## config.mk

```make
export PLATFORM = sky130hd
export DESIGN_NAME = up_dwn_cntr_ctrl
export DESIGN_NICKNAME = d
export VERILOG_FILES = /design/src/rtl/up_dwn_cntr_ctrl.sv
export SDC_FILE = /design/constraint.sdc
export NUM_CORES = 1
export LEC_CHECK = 0
export CAP_MARGIN = 40
export CORE_ASPECT_RATIO = 0.7
export CORE_MARGIN = 4
export CORE_UTILIZATION = 60
export CTS_CLUSTER_SIZE = 10
export DETAILED_ROUTE_END_ITERATION = 8
export PLACE_DENSITY = 0.81
export SLEW_MARGIN = 20
export SYNTH_ARGS = -nofsm -noshare
export SYNTH_HDL_FRONTEND = slang
export SYNTH_SLANG_ARGS = --single-unit
export TNS_END_PERCENT = 5
```

## constraint.sdc

```tcl
create_clock -name clk -period 4.3 [get_ports clk]
set_input_delay 0.43 -clock clk [delete_from_list [all_inputs] [get_ports clk]]
set_output_delay 0.43 -clock clk [all_outputs]
set_load 0.02 [all_outputs]
```

## src/rtl/up_dwn_cntr_ctrl.sv

```systemverilog
// up_dwn_cntr_ctrl: command sequencer for the up/down counter datapath.
// Accepts CLEAR/UP/DOWN/LOAD over valid/ready; steps on a prescaler tick.
//
// Ports:
//   clk, rst           single clock; async active-low reset
//   cmd_valid/ready    command handshake (ready only in IDLE)
//   cmd_op, cmd_arg    00 CLEAR, 01 UP, 10 DOWN, 11 LOAD; step count or value
//   abort              stops a running UP/DOWN, no done pulse
//   cnt                registered counter value
//   tick, busy         prescaler terminal pulse and RUN indication
//   done, wrap         completion and wrap-around one-cycle pulses
module up_dwn_cntr_ctrl #(
    parameter int WIDTH    = 3,
    parameter int TICK_DIV = 200000000,
    parameter int DIV_W    = 28
) (
    input  logic             clk,
    input  logic             rst,
    input  logic             cmd_valid,
    output logic             cmd_ready,
    input  logic [1:0]       cmd_op,
    input  logic [WIDTH-1:0] cmd_arg,
    input  logic             abort,
    output logic [WIDTH-1:0] cnt,
    output logic             tick,
    output logic             busy,
    output logic             done,
    output logic             wrap
);

    localparam logic [1:0] S_IDLE = 2'd0;
    localparam logic [1:0] S_RUN  = 2'd1;
    localparam logic [1:0] S_DONE = 2'd2;

    localparam logic [1:0] OP_CLEAR = 2'b00;
    localparam logic [1:0] OP_DOWN  = 2'b10;
    localparam logic [1:0] OP_LOAD  = 2'b11;

    localparam logic [DIV_W-1:0] TICK_LAST = DIV_W'(TICK_DIV - 1);

    logic [1:0]       state;
    logic [DIV_W-1:0] presc;
    logic [WIDTH-1:0] rem;
    logic [WIDTH-1:0] cnt_q;
    logic             dir_down;
    logic             done_q;
    logic             wrap_q;

    logic             accept;
    logic [WIDTH-1:0] cnt_step;
    logic             step_wraps;

    assign cmd_ready = (state == S_IDLE);
    assign busy      = (state == S_RUN);
    assign tick      = busy && (presc == TICK_LAST);
    assign accept    = cmd_valid && cmd_ready;

    assign cnt  = cnt_q;
    assign done = done_q;
    assign wrap = wrap_q;

    // Next value and wrap detection for one step in the latched direction.
    assign cnt_step   = dir_down ? cnt_q - 1'b1 : cnt_q + 1'b1;
    assign step_wraps = dir_down ? (cnt_q == '0) : (cnt_q == '1);

    always_ff @(posedge clk or negedge rst) begin
        if (!rst) begin
            state    <= S_IDLE;
            presc    <= '0;
            rem      <= '0;
            cnt_q    <= '0;
            dir_down <= 1'b0;
            done_q   <= 1'b0;
            wrap_q   <= 1'b0;
        end else begin
            done_q <= 1'b0;
            wrap_q <= 1'b0;
            unique case (state)
                S_IDLE: begin
                    if (accept) begin
                        unique case (1'b1)
                            (cmd_op == OP_CLEAR): begin
                                cnt_q  <= '0;
                                state  <= S_DONE;
                                done_q <= 1'b1;
                            end
                            (cmd_op == OP_LOAD): begin
                                cnt_q  <= cmd_arg;
                                state  <= S_DONE;
                                done_q <= 1'b1;
                            end
                            default: begin
                                if (cmd_arg == '0) begin
                                    state  <= S_DONE;
                                    done_q <= 1'b1;
                                end else begin
                                    rem      <= cmd_arg;
                                    dir_down <= (cmd_op == OP_DOWN);
                                    presc    <= '0;
                                    state    <= S_RUN;
                                end
                            end
                        endcase
                    end
                end
                S_RUN: begin
                    // Abort takes priority over a coincident tick.
                    if (abort) begin
                        state <= S_IDLE;
                        presc <= '0;
                        rem   <= '0;
                    end else if (tick) begin
                        presc  <= '0;
                        cnt_q  <= cnt_step;
                        wrap_q <= step_wraps;
                        rem    <= rem - 1'b1;
                        if (rem == WIDTH'(1)) begin
                            state  <= S_DONE;
                            done_q <= 1'b1;
                        end
                    end else begin
                        presc <= presc + 1'b1;
                    end
                end
                S_DONE: begin
                    state <= S_IDLE;
                end
                default: begin
                    state <= S_IDLE;
                end
            endcase
        end
    end

endmodule
```

* Word level (Yosys, flattened, before mapping)
Cells that the tools add are included.
Cells by class: add/subtract/negate cells 4, bitwise gates (word level) 2, multiplexer cells 36, reduce and logical (&&, ||, !) cells 13, equal/unequal tests 14
Operator list (count):
- 28-bit 2-to-1 mux | 5
- 28-bit case mux with 2 select lines | 1
- 28-bit by 1-bit adder with 28-bit output (second input constant) | 1
- 28-bit equality test (second input constant) | 1
- 3-bit 2-to-1 mux | 9
- 3-bit case mux with 2 select lines | 3
- 2-bit 2-to-1 mux | 6
- 1-bit 2-to-1 mux | 10
- 5-bit AND reduction | 2
- 2-bit inequality test (second input constant) | 4
- 4-bit AND reduction | 2
- 3-bit logical NOT | 2
- 3-bit by 1-bit subtractor with 3-bit output (second input constant) | 2
- 2-bit equality test (second input constant) | 2
- 2-bit logical NOT | 2
- 2-bit case mux with 2 select lines | 1
- 3-bit by 1-bit adder with 3-bit output (second input constant) | 1
- 3-bit by 1-bit equality test with 1-bit output (second input constant) | 1
- 3-bit equality test (second input constant) | 1
- 3-bit by 1-bit inequality test with 1-bit output (second input constant) | 1
- 3-bit by 2-bit inequality test with 1-bit output (second input constant) | 1
- 3-bit inequality test (second input constant) | 1
- 3-bit AND reduction | 1
- 2-bit by 1-bit equality test with 1-bit output (second input constant) | 1
- other kinds (6) | 8
Word-level totals: output and inout bits 8, bits of input ports 9, register bits after elaboration 39, logic and storage cells 76

* Depth between registers and ports, before layout
Gate-level depths: netlist (run 1).
depth in word-level cells 5, depth in mapped cells 8, mapped depth without buffers 7

* Least setup slack after synthesis (run 1)
No wires, ideal clock.
kind register to output, start point reg presc[9], end point out tick, setup slack 2.070 ns, path buffers 0, arrival 1.800 ns, cell stages (with the launch flop) 5, data required time 3.870 ns, path through dfrtp_1 or4b_4 nor4_4 nand3_2 nor2_1
On the way: longest elaborated chain between the ends 2
Ends and longest elaborated chain:
- start, declared | RTL line 42 | logic [DIV_W-1:0] presc;
- start signal, assigned | RTL line 122 | presc <= presc + 1'b1;
- 28-bit equality test | RTL line 55 | assign tick = busy && (presc == TICK_LAST);
- 1-bit logical AND | RTL line 55
- end, declared | RTL line 25 | output logic tick,
Every way passes these cells.

* Final worst setup path (run 1)
Same ends and word-level chain as after synthesis.

==> metrics.cfg, run 1 <==
[grt]
grtUsageMet3_pct = 4.128
busiest_layer = met1
grt_usage_pct = 23.76
antenna_found_initial = 0
overflow = 0
grt_use_met2_pct = 32.19
use_met1_pct = 37.18
grt_pass1_wl_um = 8480
grt_max_degree = 30
grt_pass1_vias = 1650

[critical_path]
cp.arrival_ns = 2.73
required_ns = 3.87
startpoint_type = flop
setup.worst_path.end_class = output port
crit_type = reg2out
crit_start = presc[9]$_DFFE_PN0P_
r2r_start = presc[9]$_DFFE_PN0P_
cp_max_fo = 7

[finish]
final_cell_mix = dfrtp_1, nor2_1, xor2_1
nNetsFinal = 264
areaGrowthSynthToFinish_pct = 14.45
antennaDiodeCount = 0
final_cell_area_mm2 = 0.002507
multiInputGateArea_mm2 = 0.001141
stdcell_count = 299
ff_latch_area_um2 = 975.9
final_common_cell = dfrtp_1
fillers = 287
drive_above_1_share_pct = 8.434

[place]
place_area_mm2 = 0.002407
placedCellCount = 289
pre_cts_slack_ns = 1.392
port_buffers = 16
gp_congestion = 0.8488
dp_hpwl_um = 3649

[detailed_routing]
dr.pass1.iters = 4
wire_per_inst_um = 16.51
drt_iter0_markers = 121
ant_nets = 0
wirelength_um = 4935
drc = 0
viasPerCell = 5.960
vias = 1782

[clocking]
htree_levels = 2
path_clk_slew_ns = 0.08
clock_latency_ns = 0.30
clockBufferDepth = 2
cts_tree = yes
cts_root_buf = clkbuf_8
cts_sinks = 39
cts_buffers = 5

[sta]
rsz0062_at_grt = false
finalSetupViolations = 0
tightest_slew_ns = 0.8033
fmax_ghz = 0.3169
slew_headroom_pct = 46.33
skew_ns = 0.007983
tns_ns = 0
finalCritPeriodShare_pct = 73.38
finalWorstSetupSlack_ns = 1.145
hold_violations = 0
period_minus_slack_ns = 3.155
drv_slew = 0

[worst_hold_path]
hold_class = in2async

[die]
rows = 18
die_x_um = 80.23
ios = 17
die_h_um = 58.56
core-area_mm2 = 0.003513
die_area_mm2 = 0.004698
start_util_pct = 62.36

[pwr]
ir_drop_mv = 0.2709
p_leak_nw = 1.068
p_per_area_mw_per_mm2 = 363.3
total_power_uw = 911.0

[yosys]
ys_seq_area_share_pct = 44.55
ys_ff_latch = 39
syn_area_per_cell_um2 = 9.651
synth-edff-count = 0
syn_inst = 227
ys_warn_count = 0
async_reset_ff_share_pct = 100.0
synth_fp_nets = 243
synth_ff_type = dfrtp_1
synth_area_mm2 = 0.002191
synth.distinct_cells = 49

[status]
status = complete, no violations

[flow_run]
drv_cap = 0

## registers in the layout, summed over array words and instances, names as in the netlist
name and flops:
cnt 3, dir_down 1, done 1, presc 28, rem 3, state 2, wrap 1
## worst paths after layout
check | slack (ns) | endpoint | cells past startpoint
min | 0.53 | rem[1]$_DFFE_PN0P_ | 2
max in group asynchronous | 3.33 | presc[3]$_DFFE_PN0P_ | 3
min in group clk | 0.55 | presc[1]$_DFFE_PN0P_ | 1
max | 1.14 | tick | 5
min reg2reg | 0.55 | presc[1]$_DFFE_PN0P_ | 1
max reg2reg | 1.67 | rem[1]$_DFFE_PN0P_ | 5
## per-layer routing
metal / up-vias / wire length (µm)
li1: 848 / -
met1: 869 / 2410
met2: 54 / 2081
met3: 11 / 331
met4: 0 / 112
met5: - / 0
## kinds of logic (layout without fill, tap and decap cells)
| kind of cell | after synthesis | in the layout | share of synthesized area [%] |
|---|---|---|---|
| muxes | 2 | 2 | 0.9709 |
| DFF | 39 | 39 | 44.55 |
| xor gates and xnor gates | 24 | 24 | 9.594 |
| AOI/OAI and AO/OA | 34 | 34 | 10.68 |
| buffers and inverters | 17 | 39 | 3.655 |
| and+or+nand+nor | 104 | 104 | 26.21 |
| adders and majority gates | 7 | 7 | 4.340 |
## critical path, cell delays in order, from the launching register on
cell             delay (ns)
dfrtp_1                0.43
or4b_4                 0.56
nor4_4                 0.45
nand3_2                0.17
nor2_1                 0.16
clkdlybuf4s50_1        0.65
## cell usage after synthesis, types with 3 or more instances
cell       n  area, µm²
nand2_1   14      52.55
ha_1       6      75.07
and3_1     5      31.28
o21ai_0    8      40.04
nand3_1   10      50.05
xnor2_1    5      43.79
nand4_1   14      87.58
a21oi_1    9      45.04
clkbuf_1   4      15.01
and4_1     3      26.28
or3_1      4      25.02
nand2b_1   4      25.02
dfrtp_1   39      975.9
inv_1     10      37.54
xor2_1    19      166.4
nand4b_1   3      26.28
nor2_1    31      116.4
## timing repair
action                                 CTS  global route
endpoints found under the hold margin   10             0
setup buffers                            0             0
hold buffers                             1             0
resized for setup                        0             0
## cell type report
type | instances | share of cell area, %
Clock inverter | 2 | 0.4990
Sequential cell | 39 | 38.92
Clock buffer | 6 | 2.894
Multi-Input combinational cell | 171 | 45.51
Timing Repair Buffer | 21 | 8.184
Tap cell | 50 | 2.495
Inverter | 10 | 1.497
## through the flow
stage | hold slack (ns) | utilization, %
CTS | 0.5382 | 71.23
global route | 0.5524 | 71.37
floorplan | 0.1344 | -
global placement | 0.5069 | 67.95
finish | 0.5252 | 71.37
detailed placement | 0.3157 | 68.52
## where the power goes
part,switching [mW],internal [mW]
combinational,0.132,0.0926
sequential,0.0374,0.402
clock,0.133,0.113
total,0.303,0.608
Power figures use the tool's default switching activity.
==> inputs of run 2 (changes only) <==
CORE_UTILIZATION = 52   (was 60)
PLACE_DENSITY = 0.74   (was 0.81)
clock period = 2.7 ns   (was 4.3 ns; I/O delays follow)
==> metrics.cfg, run 2 (synthesis gave the netlist of run 1 again) <==
[status]
status = complete, no violations

[clocking]
cts_setup_buffers = 0  ; unchanged
clockBufferDepth = 2  ; unchanged
cts_root_buf = clkbuf_8
cts_tree = yes
htree_levels = 2  ; unchanged
cts_sinks = 39  ; unchanged
cts_buffers = 5  ; unchanged
path_clk_slew_ns = 0.07  ; about the same
clock_latency_ns = 0.29  ; about the same

[flow_run]
drv_cap = 0  ; unchanged

[pwr]
combPwrFrac_pct = 25.5  ; +0.8 points
swShare_pct = 31.96  ; -1.3 points
total_power_mw = 1.476  ; +62%
p_per_area_mw_per_mm2 = 577.4  ; +59%
seqPwrFrac_pct = 47.5  ; -0.8 points
p_int_mw = 1.004  ; +65%
p_leak_nw = 1.105  ; +3.4%
p_clk_share_pct = 26.9  ; about the same
p_switching_uw = 471.8  ; +56%
ir_drop_mv = 0.3814  ; +41%

[die]
die_h_um = 62.31  ; +6.4%
rows = 19  ; +1
core-area_mm2 = 0.003994  ; +14%
die_x_um = 85.58  ; +6.7%
die_area_mm2 = 0.005332  ; +14%
ios = 17  ; unchanged
start_util_pct = 54.86  ; -7.5 points

[grt]
grt_pass1_vias = 1739  ; +5.4%
overflow = 0  ; unchanged
grt_max_degree = 27  ; -10%
grt_usage_pct = 20.98  ; -2.8 points
antenna_found_initial = 0  ; unchanged
grt_pass1_wl_um = 8852  ; +4.4%

[critical_path]
startpoint_type = flop
cp_max_fo = 5  ; -2
r2r_slack_ns = 0.49  ; -1.18 ns
cp.arrival_ns = 2.26  ; -0.47 ns
required_ns = 2.43  ; -1.44 ns
setup.worst_path.end_class = output port
crit_type = reg2out

[sta]
skew_ns = 0.006604  ; -0.001379 ns
period_minus_slack_ns = 2.535
fmax_ghz = 0.3945
finalSetupViolations = 0  ; unchanged
drv_slew = 0  ; unchanged
tns_ns = 0  ; unchanged
rsz0062_at_grt = false
finalCritPeriodShare_pct = 93.87
whs_ns = 0.4085  ; -0.1167 ns
hold_violations = 0  ; unchanged
tightest_slew_ns = 0.5715  ; -0.2318 ns
slew_headroom_pct = 61.30  ; +15 points

[finish]
fillers = 342  ; +19%
top_register = presc
areaGrowthSynthToFinish_pct = 16.68
drive_above_1_share_pct = 9.921  ; +1.5 points
final_common_cell = dfrtp_1
nNetsFinal = 268  ; +1.5%
largest_reg_flops = 28  ; unchanged
final_cell_mix = dfrtp_1, nor2_1, xor2_1
antennaDiodeCount = 0  ; unchanged

[worst_hold_path]
hold_class = in2async

[detailed_routing]
drt_iter0_markers = 122  ; +0.83%
drc = 0  ; unchanged
wirelength_um = 5030  ; +1.9%
vias = 1763  ; -1.1%
wire_per_inst_um = 16.55  ; +0.25%
dr.pass1.iters = 4  ; unchanged
viasPerCell = 5.799  ; -2.7%
ant_nets = 0  ; unchanged

[place]
port_buffers = 16  ; unchanged
dp_hpwl_um = 3721  ; +2.0%
gp_congestion = 0.8424  ; -0.75%

## run 2: per-layer routing
layer | track usage (%) | wire length [µm] | up-vias
li1 | - | - | 858
met3 | 5.152 | 258 | 5
met4 | 7.115 | 53 | 0
met1 | 33.97 | 2751 | 867
met5 | 0 | 0 | -
met2 | 26.36 | 1967 | 33
## run 2: final timing paths
path	startpoint	end	depth (start not counted)
worst min-delay path	rst	cnt[1]$_DFFE_PN0P_	2
worst min register to register	presc[1]$_DFFE_PN0P_	presc[1]$_DFFE_PN0P_	1
worst max-delay path	presc[9]$_DFFE_PN0P_	tick	5
worst max register to register	presc[9]$_DFFE_PN0P_	rem[0]$_DFFE_PN0P_	6
max in group asynchronous	rst	dir_down$_DFFE_PN0P_	3
min in group clk	presc[1]$_DFFE_PN0P_	presc[1]$_DFFE_PN0P_	1
## run 2: repair_timing
item	in CTS	in global routing
endpoints found under the hold margin	14	0
resized for setup	1	0
setup endpoints to repair	1	0
hold buffers	1	0
## run 2: layout make-up
| type | instances | area [µm²] | area share, % |
|---|---|---|---|
| clock buffer | 6 | 82.58 | 3.231 |
| multi-input combinational | 171 | 1141 | 44.64 |
| tap | 52 | 65.06 | 2.545 |
| sequential | 39 | 975.9 | 38.18 |
| clock inverter | 1 | 5.005 | 0.1958 |
| timing repair buffer | 25 | 249.0 | 9.741 |
| inverter | 10 | 37.54 | 1.468 |
## run 2: worst max-delay path, stage by stage, from the launching register on
cell           delay, ns
dfrtp_1             0.46
or4b_4              0.57
nor4_4              0.31
nand3_2             0.16
nor2_1              0.12
dlygate4sd2_1       0.34
## run 2: power by group through the flow
stage / Combinational, mW / Clock, mW / Sequential (mW)
floorplan: 0.217 / 0 / 0.715
global placement: 0.366 / 0 / 0.708
detailed placement: 0.373 / 0 / 0.711
CTS: 0.377 / 0.407 / 0.700
global route: 0.418 / 0.433 / 0.712
finish: 0.377 / 0.397 / 0.702
## run 2: through the flow
step / util, % / setup slack, ns / instance area, µm² / cells
6_report: 64.00 / 0.1654 / 2556 / 304
5_1_grt: 64.00 / 0.08966 / 2556 / 304
4_1_cts: 64.00 / 0.1553 / 2556 / 304
3_5_place_dp: 61.59 / 0.1462 / 2460 / 296
3_3_place_gp: 61.09 / 0.1879 / 2440 / 295
2_1_floorplan: - / 0.6108 / 2191 / 227
==> inputs of run 3 (changes only) <==
CTS_CLUSTER_SIZE = 28   (was 10)
==> results of run 3 <==
Final layout, timing and power as in run 2 (identical DEF).
